`config.mk`:
```
export PLATFORM = sky130hd
export DESIGN_NAME = imem_boot_loader
export DESIGN_NICKNAME = d
export VERILOG_FILES = /design/src/rtl/boot_pkg.sv /design/src/rtl/boot_word_packer.sv /design/src/rtl/imem_boot_loader.sv
export SDC_FILE = /design/constraint.sdc
export NUM_CORES = 1
export LEC_CHECK = 0
export BUFFER_PORTS_ARGS = -buffer_cell sky130_fd_sc_hd__buf_2
export CAP_MARGIN = 10
export CORE_MARGIN = 2
export CORE_UTILIZATION = 60
export DETAILED_ROUTE_END_ITERATION = 7
export GPL_ROUTABILITY_DRIVEN = 0
export PLACE_DENSITY = 0.95
export SLEW_MARGIN = 25
export SYNTH_ARGS = -nofsm -noshare
export SYNTH_HDL_FRONTEND = slang
export SYNTH_SLANG_ARGS = --single-unit
```
`constraint.sdc`:
```
create_clock -name clk -period 3.6 [get_ports clk]
set_input_delay 0.18 -clock clk [delete_from_list [all_inputs] [get_ports clk]]
set_output_delay 0.18 -clock clk [all_outputs]
set_load 0.02 [all_outputs]
```
`src/rtl/boot_pkg.sv`:
```
// Shared types and constants for the instruction-memory boot loader.
// Config macro: IMEM_BOOT_CSUM_EN (enables the trailing checksum byte).
package boot_pkg;

  localparam logic [7:0] BOOT_MAGIC = 8'hA5;
  localparam int         LEN_W      = 16;

  typedef enum logic [2:0] {
    ST_WAIT_MAGIC,
    ST_LEN_LO,
    ST_LEN_HI,
    ST_DATA,
`ifdef IMEM_BOOT_CSUM_EN
    ST_CSUM,
`endif
    ST_RUN,
    ST_ERR
  } boot_state_e;

endpackage

```
`src/rtl/boot_word_packer.sv`:
```
// Assembles four little-endian bytes into one 32-bit word.
// Config macro: IMEM_BOOT_CSUM_EN (not used in this file).
module boot_word_packer (
  input  logic        clk,
  input  logic        rst,
  input  logic        byte_valid,
  input  logic [7:0]  byte_data,
  output logic        word_valid,
  output logic [31:0] word
);

  logic [1:0]  idx_q, idx_d;
  logic [23:0] buf_q, buf_d;

  // Shift each byte in from the top; the 4th byte completes the word.
  always_comb begin
    idx_d      = idx_q;
    buf_d      = buf_q;
    word_valid = byte_valid && (idx_q == 2'd3);
    word       = {byte_data, buf_q};
    if (byte_valid) begin
      idx_d = idx_q + 2'd1;
      buf_d = {byte_data, buf_q[23:8]};
    end
  end

  // Byte index and partial-word buffer.
  always_ff @(posedge clk) begin
    if (rst) begin
      idx_q <= 2'd0;
      buf_q <= 24'd0;
    end else begin
      idx_q <= idx_d;
      buf_q <= buf_d;
    end
  end

endmodule

```
`src/rtl/imem_boot_loader.sv`:
```
// Loads a framed program image into IMEM and releases the core.
// Config macro: IMEM_BOOT_CSUM_EN (require and verify checksum byte).
module imem_boot_loader
  import boot_pkg::*;
#(
  parameter int IMEM_DEPTH = 1024,
  parameter int ADDR_W     = $clog2(IMEM_DEPTH)
) (
  input  logic              clk,
  input  logic              rst,
  input  logic [7:0]        rx_data,
  input  logic              rx_valid,
  output logic              rx_ready,
  output logic              imem_we,
  output logic [ADDR_W-1:0] imem_addr,
  output logic [31:0]       imem_wdata,
  output logic              cpu_rst_n,
  output logic              done,
  output logic              error,
  output logic [ADDR_W:0]   words_loaded
);

  boot_state_e       state_q, state_d;
  logic [7:0]        len_lo_q, len_lo_d;
  logic [ADDR_W:0]   len_q, len_d;
  logic [ADDR_W:0]   words_q, words_d;
  logic              we_q, we_d;
  logic [ADDR_W-1:0] addr_q, addr_d;
  logic [31:0]       wdata_q, wdata_d;
  logic              cpu_rst_n_q, cpu_rst_n_d;
  logic              done_q, done_d;
  logic              error_q, error_d;
  logic              rx_ready_q, rx_ready_d;
`ifdef IMEM_BOOT_CSUM_EN
  logic [7:0]        csum_q, csum_d;
`endif

  logic              accept;
  logic [LEN_W-1:0]  len_full;
  logic              oversize;
  logic [ADDR_W:0]   words_inc;
  logic              pk_valid;
  logic [31:0]       pk_word;

  assign accept    = rx_valid & rx_ready_q;
  assign len_full  = {rx_data, len_lo_q};
  assign oversize  = len_full > LEN_W'(IMEM_DEPTH);
  assign words_inc = words_q + {{ADDR_W{1'b0}}, 1'b1};

  boot_word_packer u_packer (
    .clk        (clk),
    .rst        (rst),
    .byte_valid (accept && (state_q == ST_DATA)),
    .byte_data  (rx_data),
    .word_valid (pk_valid),
    .word       (pk_word)
  );

  // Frame parser: next state, counters, write port, status outputs.
  always_comb begin
    state_d  = state_q;
    len_lo_d = len_lo_q;
    len_d    = len_q;
    words_d  = words_q;
    we_d     = 1'b0;
    addr_d   = addr_q;
    wdata_d  = wdata_q;
`ifdef IMEM_BOOT_CSUM_EN
    csum_d   = csum_q;
`endif
    unique case (state_q)
      ST_WAIT_MAGIC: begin
        if (accept && rx_data == BOOT_MAGIC)
          state_d = ST_LEN_LO;
      end
      ST_LEN_LO: begin
        if (accept) begin
          len_lo_d = rx_data;
          state_d  = ST_LEN_HI;
        end
      end
      ST_LEN_HI: begin
        if (accept) begin
          len_d = len_full[ADDR_W:0];
          if (oversize)
            state_d = ST_ERR;
          else if (len_full == '0)
`ifdef IMEM_BOOT_CSUM_EN
            state_d = ST_CSUM;
`else
            state_d = ST_RUN;
`endif
          else
            state_d = ST_DATA;
        end
      end
      ST_DATA: begin
`ifdef IMEM_BOOT_CSUM_EN
        if (accept)
          csum_d = csum_q + rx_data;
`endif
        if (pk_valid) begin
          we_d    = 1'b1;
          addr_d  = words_q[ADDR_W-1:0];
          wdata_d = pk_word;
          words_d = words_inc;
          if (words_inc == len_q)
`ifdef IMEM_BOOT_CSUM_EN
            state_d = ST_CSUM;
`else
            state_d = ST_RUN;
`endif
        end
      end
`ifdef IMEM_BOOT_CSUM_EN
      ST_CSUM: begin
        if (accept)
          state_d = (rx_data == csum_q) ? ST_RUN : ST_ERR;
      end
`endif
      default: state_d = state_q;
    endcase
    done_d      = (state_d == ST_RUN);
    cpu_rst_n_d = (state_d == ST_RUN);
    error_d     = (state_d == ST_ERR);
    rx_ready_d  = (state_d != ST_RUN);
  end

  // State and registered outputs; rst aborts any load in progress.
  always_ff @(posedge clk) begin
    if (rst) begin
      state_q     <= ST_WAIT_MAGIC;
      len_lo_q    <= 8'd0;
      len_q       <= '0;
      words_q     <= '0;
      we_q        <= 1'b0;
      addr_q      <= '0;
      wdata_q     <= 32'd0;
      cpu_rst_n_q <= 1'b0;
      done_q      <= 1'b0;
      error_q     <= 1'b0;
      rx_ready_q  <= 1'b1;
`ifdef IMEM_BOOT_CSUM_EN
      csum_q      <= 8'd0;
`endif
    end else begin
      state_q     <= state_d;
      len_lo_q    <= len_lo_d;
      len_q       <= len_d;
      words_q     <= words_d;
      we_q        <= we_d;
      addr_q      <= addr_d;
      wdata_q     <= wdata_d;
      cpu_rst_n_q <= cpu_rst_n_d;
      done_q      <= done_d;
      error_q     <= error_d;
      rx_ready_q  <= rx_ready_d;
`ifdef IMEM_BOOT_CSUM_EN
      csum_q      <= csum_d;
`endif
    end
  end

  assign rx_ready     = rx_ready_q;
  assign imem_we      = we_q;
  assign imem_addr    = addr_q;
  assign imem_wdata   = wdata_q;
  assign cpu_rst_n    = cpu_rst_n_q;
  assign done         = done_q;
  assign error        = error_q;
  assign words_loaded = words_q;

endmodule

```
Yosys cells after proc, flatten, opt, wreduce, memory -nomap -nowiden
Index checks and enable logic that the tools add are counted.
{ "classes": {"eq_ne": 9, "magnitude_cmp": 1, "muxes": 9, "bitwise_logic": 2, "add_sub_neg": 2, "reduce_logical": 9} }
{ "ops": {"columns": ["cell", "count"], "rows": [
  ["3-bit two-way mux", 7],
  ["16-bit by 11-bit greater-than comparator with 1-bit output, second input constant", 1],
  ["16-bit zero test", 1],
  ["3-bit case mux with 4 select lines", 1],
  ["11-bit by 1-bit adder with 11-bit output, second input constant", 1],
  ["11-bit == test", 1],
  ["8-bit == test, second input constant", 1],
  ["3-bit by 2-bit == test with 1-bit output, second input constant", 2],
  ["3-bit == test, second input constant", 2],
  ["2-bit AND reduction", 3],
  ["3-bit by 1-bit == test with 1-bit output, second input constant", 1],
  ["1-bit logical AND", 3],
  ["3-bit zero test", 1],
  ["3-bit inequality test, second input constant", 1],
  ["2-bit by 1-bit adder with 2-bit output, second input constant", 1],
  ["2-bit == test, second input constant", 1],
  ["2-bit OR reduction", 1],
  ["1-bit bitwise AND", 1],
  ["1-bit two-way mux", 1],
  ["1-bit inverter", 1]
]} }
{ "word_totals": {"elab_cells": 44, "regBits": 105} }

Logic depth before layout (Yosys ltp)
Gate-level depths: netlist of the first run.
{ "logic_depth": {"word_depth": 6, "depth_mapped": 8} }

Cells and area by module
Synthesis of the first run repeated with hierarchy kept, for this count alone.
{ "unflattened": {"hier_cells": 513, "hier_area_um2": 4365.4} }
{ "modules_own_cells": {"columns": ["module", "area_each_um2", "seq_area_each_um2", "instances", "cells_each"], "rows": [
  ["imem_boot_loader", 3342.0, 1581.5, 1, 419],
  ["boot_word_packer", 1023.5, 520.5, 1, 94]
]} }

Worst setup path before layout of the first run
Ideal clock, no wire load.
{ "synth_path": {"kind": "register to register", "from": "register words_q[1], in the netlist words_loaded[1]", "to": "register state_q[2]", "t_required_ps": 3533, "t_arrival_ps": 1999, "period_less_slack_ps": 2066, "n_path_buf": 1, "setup_slack_ps": 1534, "path_stages_with_launch": 9, "path_cell_list": "dfxtp_1 -> ha_1 -> clkbuf_1 -> nand2b_1 -> o211ai_1 -> a31o_2 -> o221ai_2 -> or3_1 -> a21oi_2"} }
{ "synth_between": {"elab_chain_cells": 5} }
{ "synth_lines": {"columns": ["element", "line_no", "source"], "rows": [
  ["from (decl)", "imem_boot_loader.sv:26", "logic [ADDR_W:0] words_q, words_d;"],
  ["from (signal assigned)", "imem_boot_loader.sv:150", "words_q <= words_d;"],
  ["11-bit by 1-bit adder with 11-bit output", "imem_boot_loader.sv:48", "assign words_inc = words_q + {{ADDR_W{1'b0}}, 1'b1};"],
  ["11-bit == test", "imem_boot_loader.sv:107", "if (words_inc == len_q)"],
  ["3-bit two-way mux", "imem_boot_loader.sv:107", null],
  ["3-bit two-way mux", "imem_boot_loader.sv:102", "if (pk_valid) begin"],
  ["3-bit case mux with 4 select lines", "imem_boot_loader.sv:71", "unique case (state_q)"],
  ["to (signal assigned)", "imem_boot_loader.sv:147", "state_q <= state_d;"],
  ["to (decl)", "imem_boot_loader.sv:23", "boot_state_e state_q, state_d;"]
]} }
Every way passes these cells.
A chain may end at the register's enable or synchronous reset.

Final worst setup path of the first run
{ "layout_path": {"from": "register words_q[0], in the netlist words_loaded[0]", "to": "register state_q[0]"} }
Same word-level chain as after synthesis.

==> summary.md, run 1 <==
| Metric | Value |
|---|---|
| Status | `completed` |
| Share of cells above drive strength 1 | `18.9%` |
| Synth area leader | `dfxtp_1` |
| WP buf/inv | `0` |
| WS Path Type | `flop to flop` |
| Post_cts resized | `0` |
| P_sw | `0.000444 W` |
| Worst path max stage delay | `530 ps` |
| Gr ovfl total | `0` |
| CTS tree | `built` |
| P_int | `0.00152 W` |
| # setup viols final | `0` |
| #FFs+latches synth | `approximately 110` |
| Class of the worst hold path | `input pin to flop` |
| Critical Path RT | `between 3000 and 4000 ps` |
| Slew @ Worst Pin | `850 ps` |
| Maximum clock insertion buffer count | `2` |
| Sink Count | `approximately 110` |
| DIE HEIGHT | `a little under 90 um` |
| Syn Inst Count | `just over 500` |
| Skew final | `17.5 ps` |
| Sequential Power Share | `about three fifths` |
| Post-CTS setup buffers | `0` |
| Fin. Hold Viols | `0` |
| Tmin final | `2280 ps` |
| Power share of the clock group | `38.8%` |
| CTS clk-pin slew, worst paths | `~100 ps` |
| Largest net degree at the start of global routing | `52` |
| Critical Path, Cell by Cell | `ha_1, nand2b_1, o211ai_1, a31o_2, o221ai_2, nor4b_2, a221oi_1` |
| N_diodes | `0` |
| Root Driver | `clkbuf_8` |
| Sw frac | `22.6%` |
| Fin. max-slew vios | `0` |
| LEAKAGE | `about 1.8 nW` |
| Detailed-route via count | `3,810` |
| Yosys Warn Count | `0` |
| Via count of the first global-routing pass | `3,337` |
| Routed WL per cell | `14.9 um` |
| Via-to-Cell Ratio | `5.70` |
| Synth Flop Type | `dfxtp_1` |
| Initial core utilization | `62.9%` |
| CTS H-tree lvls | `3` |
| Total core area | `6870 um^2` |
| Top delay family on crit path | `compound AO/OA/AOI/OAI gates` |
| Synth top area cells | `dfxtp_1 49%, nand2_1 13%, a21oi_1 8.5%` |
| Period utilization | `63.4%` |
| CP Max Fanout | `8` |
| Num CTS Buffers | `9` |
| Worst path slowest cell | `dfxtp_1` |
| WHS | `75.6 ps` |
| Area growth syn-to-layout | `12.2%` |
| DRC | `0` |
| Cell Rows | `30` |
| Layout fillers | `502` |
| CP startpoint kind | `flop` |
| EDFF count, synth | `0` |
| Synth Net Count | `approximately 530` |
| Dpl hpwl | `6740 um` |
| Worst vdd ir | `0.211 mV` |
| Top-Level Pins | `69` |
| Drt first pass iters | `5` |
| Sequential fraction of the synthesis area | `48.6%` |
| Post-Syn Area | `~4300 um^2` |
| Setup TNS Final | `0 ps` |
| CP endpoint kind | `flop` |
| Die Wd | `88.9 um` |
| Clock Latency Late Sink | `about 400 ps` |
| Top cell type's share of synthesized area | `48.6%` |
| Max_cap viols | `0` |
| Post-CTS Hold Buffers | `0` |
| Combinational share of power | `2.1%` |
| Port Buffers | `68` |
| First-pass GRT wire length | `15,900 um` |
| Fraction of registers with async set/reset | `0%` |
| RSZ-0062 raised after global routing | `no` |
| Number of antenna violations at the first check in global routing | `0` |
| Tot GR Track Use | `26.0%` |
| Cell Pwr Density | `slightly above 400 nW/um^2` |
| Final nets | `580` |
| Iteration-0 DRC Markers | `355` |
| Relative slew margins | `between 40% and 50%` |
| Final ANT Viol Nets | `0` |
| Cell Count, Final, Fillers Out | `668` |
| Syn Area/Cell | `8.33 um^2` |
| Max Freq | `438 MHz` |
| Placed Cells | `652` |
| Total Routed Length | `around 10000 um` |
| Post-synth cell types | `53` |
| DIE AREA | `7900 um^2` |
| Crit path DAT | `2510 ps` |
[registers in the layout (all words and copies together), names as in the netlist]
name / cells
u_packer.buf_q: 24
words_loaded: 11
imem_we: 1
u_packer.idx_q: 2
len_q: 11
imem_addr: 10
done: 1
error: 1
len_lo_q: 8
state_q: 3
rx_ready: 1
imem_wdata: 32
[worst paths after layout]
path                                       from             end  slack, ps  cells after the start
worst max register to register  words_loaded[0]      state_q[0]       1320                      7
worst min-delay path                 rx_data[6]  imem_wdata[30]         80                      3
worst max-delay path            words_loaded[0]      state_q[0]       1320                      7
worst min register to register   imem_wdata[27]  imem_wdata[27]        460                      2
[cells by family (layout without fill, tap and decap cells)]
| kind of cell | count (synthesis) | count (layout) | share of synthesized area, % |
|---|---|---|---|
| compound gates | 95 | 95 | 13.0 |
| xor+xnor | 22 | 22 | 4.46 |
| fa+ha+maj | 2 | 2 | 0.579 |
| buf+inv | 38 | 91 | 4.52 |
| flops | 105 | 105 | 48.6 |
| mux | 20 | 20 | 4.66 |
| simple gates | 237 | 237 | 24.2 |
[synth_stat cells, drive strengths merged (6+ instances only)]
master and count:
a21oi 75, buf 14, clkbuf 22, dfxtp 105, mux2i 19, nand2 150, nand3 6, nor2 38
nor3 9, xnor2 16, xor2 6
[routing by layer]
metal  up-vias  GRT usage, %  routed length [um]
met2       169          41.3                4710
li1       1833             -                   -
met1      1786          35.1                4320
met5         -             0                   0
met3        22          5.97                 739
met4         0          8.95                 183
[power groups by stage]
stage,registers (W),clock network [W],logic (W)
after global placement,0.00119,0,0.0000381
after global routing,0.00116,0.000815,0.0000442
after detailed placement,0.00119,0,0.0000395
final,0.00116,0.000762,0.0000409
after CTS,0.00116,0.000768,0.0000398
after floorplan,0.00119,0,0.0000220
[worst min-delay path: stages]
cell     delay, ps
buf_2          130
nand2_1         60
a21oi_1         50
[layout by cell type, fill, tap and decap left out, types with 3 or more instances in the layout]
master    instances
nor4_1            5
nor2_1           38
nand3_1           4
buf_4             6
nor3_1            9
or3_1             5
buf_2            68
dfxtp_1         105
xor2_1            6
clkbuf_8         10
a21oi_1          73
xnor2_1          16
mux2i_1          19
nand2b_1          3
nand2_1         149
and3b_1           3
nand4_1           3
a31o_2            3
o21ai_0           4
[final cells by class]
type                    instances  area [um^2]  share of cell area [%]
clock buffers                  10          138                    2.84
clock inverters                 6         72.6                    1.50
inverters                       1         3.75                  0.0774
multi-input cells             376         2030                    41.9
flip-flops and latches        105         2100                    43.3
well taps                      96          120                    2.48
repair buffers                 74          385                    7.94
[stage by stage]
stage | setup WS (ps) | util (%) | area, um^2 | power [W]
floorplan | 1530 | - | 4320 | 0.00121
global route | 1180 | 70.6 | 4850 | 0.00202
global placement | 1550 | 67.6 | 4640 | 0.00123
finish | 1320 | 70.6 | 4850 | 0.00196
detailed placement | 1380 | 67.6 | 4640 | 0.00123
CTS | 1370 | 70.6 | 4850 | 0.00197
Power figures use the tool's default switching activity.
==> inputs of run 2 (changes only) <==
CORE_UTILIZATION = 50   (was 60)
PLACE_DENSITY = 0.86   (was 0.95)
clock period = 2 ns   (was 3.6 ns; I/O delays follow)
==> run 2 against run 1 <==
Clock skew down 7.8 ps. Worst hold slack worse by 65 ps. Die area up 19%. Utilization down 10 points. Register-to-register slack worse by 1200 ps. Cell area up 3.7%. Clock power up 77%. Highest routed layer unchanged. Sequential share of layout area down 1.5 points.
==> summary.md, run 2 (same netlist as run 1, synthesis figures left out) <==
| Metric | Value |
|---|---|
| Relative slew margins | `70.7% (+27 points)` |
| RSZ-0062 raised after global routing | `yes` |
| LEAKAGE | `1.88 nW (+4.6%)` |
| Most common cell after layout, fill and taps aside | `nand2_1` |
| Skew final | `9.70 ps (-7.78 ps)` |
| Via-to-Cell Ratio | `5.46 (-4.2%)` |
| Final ANT Viol Nets | `0 (unchanged)` |
| Most frequent cells in the layout | `149 x nand2_1, 102 x dfxtp_1, 73 x a21oi_1` |
| Number of antenna violations at the first check in global routing | `0 (unchanged)` |
| Worst vdd ir | `0.373 mV (+77%)` |
| Num CTS Buffers | `9 (unchanged)` |
| Register area | `2110 um^2 (+0.18%)` |
| Largest net degree at the start of global routing | `59 (+13%)` |
| Port Buffers | `68 (unchanged)` |
| WS Path Type | `flop to flop` |
| Total power | `0.00352 W (+79%)` |
| Max reg flops | `32 (unchanged)` |
| Dpl hpwl | `7130 um (+5.8%)` |
| Combinational share of power | `2.3% (+0.2 points)` |
| Tmin final | `1930 ps (-353 ps)` |
| Post-CTS setup buffers | `0 (unchanged)` |
| N_diodes | `0 (unchanged)` |
| Die Wd | `97.0 um (+9.1%)` |
| DIE HEIGHT | `97.0 um (+9.1%)` |
| Slew @ Worst Pin | `439 ps (-411 ps)` |
| Tot GR Track Use | `22.1% (-4.0 points)` |
| Via count of the first global-routing pass | `3,594 (+7.7%)` |
| Cell Count, Final, Fillers Out | `694 (+3.9%)` |
| Detailed-route via count | `3,791 (-0.50%)` |
| Drt first pass iters | `5 (unchanged)` |
| Root Driver | `clkbuf_8` |
| Top delay family on crit path | `simple AND/OR/NAND/NOR gates` |
| Final nets | `597 (+2.9%)` |
| Iteration-0 DRC Markers | `281 (-21%)` |
| P_sw | `0.000785 W (+77%)` |
| Sw frac | `22.3% (-0.28 points)` |
| CP endpoint kind | `flop` |
| Sequential Power Share | `59.4% (+0.3 points)` |
| Fin. max-slew vios | `0 (unchanged)` |
| P_int | `0.00273 W (+80%)` |
| Worst path slowest cell | `dfxtp_1` |
| Max Freq | `518 MHz (+18%)` |
| Cell Pwr Density | `699 nW/um^2 (+73%)` |
| Critical Path, Cell by Cell | `and4_2, nand2_2, nor4b_1, o311ai_1, or3_1, a21oi_2` |
| Pre-CTS setup slack | `-70.2 ps (-1450 ps)` |
| Period utilization | `96.5% (+33 points)` |
| CTS H-tree lvls | `3 (unchanged)` |
| Status | `completed` |
| Layout fillers | `710 (+41%)` |
| Setup WS post-layout | `70.2 ps (-1250 ps)` |
| Area growth syn-to-layout | `16.4%` |
| Total Routed Length | `10,200 um (+2.4%)` |
| Power share of the clock group | `38.3% (-0.5 points)` |
| Gr ovfl total | `0 (unchanged)` |
| Top-Level Pins | `69 (unchanged)` |
| Initial core utilization | `52.1% (-11 points)` |
| Total core area | `8300 um^2 (+21%)` |
| Crit path DAT | `2240 ps (-270 ps)` |
| First-pass GRT wire length | `17,300 um (+8.9%)` |
| Cell Rows | `33 (+10%)` |
| Max_cap viols | `0 (unchanged)` |
| CP Max Fanout | `8 (unchanged)` |
| CTS tree | `built` |
| Post-layout util | `60.7% (-10 points)` |
| Maximum clock insertion buffer count | `2 (unchanged)` |
| Worst path max stage delay | `410 ps (-120 ps)` |
| Sink Count | `105 (unchanged)` |
| Class of the worst hold path | `input pin to flop` |
| Fin. Hold Viols | `0 (unchanged)` |
| Clock Latency Late Sink | `370 ps (-20 ps)` |
| Critical Path RT | `2310 ps (-1510 ps)` |
| WP buf/inv | `0 (unchanged)` |
| CP startpoint kind | `flop` |
| Share of cells above drive strength 1 | `21.9% (+3.0 points)` |
| Multi-input logic area | `2050 um^2 (+0.92%)` |
| # setup viols final | `0 (unchanged)` |
| DIE AREA | `9410 um^2 (+19%)` |
| WHS | `10.7 ps (-64.9 ps)` |
| CTS clk-pin slew, worst paths | `100 ps (about the same)` |
| Placed Cells | `678 (+4.0%)` |
| Routed WL per cell | `14.7 um (-1.4%)` |
| DRC | `0 (unchanged)` |
[run 2: through the flow]
stage / cell area (um^2) / TNS [ps]
2_1_floorplan: 4320 / 0
3_3_place_gp: 4810 / 0
3_5_place_dp: 4810 / -128
4_1_cts: 5030 / 0
5_1_grt: 5030 / -250
6_report: 5030 / 0
[run 2: final timing paths]
kind / from / endpoint / slack [ps] / depth (start not counted)
hold reg to reg: imem_wdata[4] / imem_wdata[4] / 460 / 2
hold / removal: rx_data[6] / imem_wdata[30] / 10 / 3
setup reg to reg: words_loaded[3] / state_q[2] / 70 / 6
setup / recovery: words_loaded[3] / state_q[2] / 70 / 6
[run 2: layout make-up]
class,count,area share (%)
tap,105,2.61
clock inverter,5,1.27
clock buffer,11,2.81
multi-input combinational,376,40.7
inverter,1,0.0746
timing repair buffer,91,10.7
sequential,105,41.8
[run 2: timing repair]
action | in CTS | in global routing
endpoints found under the setup margin | 5 | 6
hold buffers | 0 | 0
gates resized for setup | 3 | 2
[run 2: worst register-to-register path, delay by kind of cell (launching register included)]
kind / cells / cell delay (ps)
compound gates: 2 / 320
simple gates: 4 / 1140
flops: 1 / 410
[run 2: power groups by stage]
stage	Clock [W]	Combinational, W	Sequential (W)
after detailed placement	0	0.0000803	0.00214
after CTS	0.00136	0.0000810	0.00209
after global routing	0.00145	0.0000887	0.00209
final	0.00135	0.0000819	0.00209
after global placement	0	0.0000792	0.00214
after floorplan	0	0.0000396	0.00214
[run 2: metal layers]
metal	vias up	global-route usage [%]	share of wire [%]
met5	-	0	0
met4	0	9.32	2.1
met3	21	4.41	6.5
met2	147	34.8	47
met1	1764	29.5	44
li1	1859	-	-
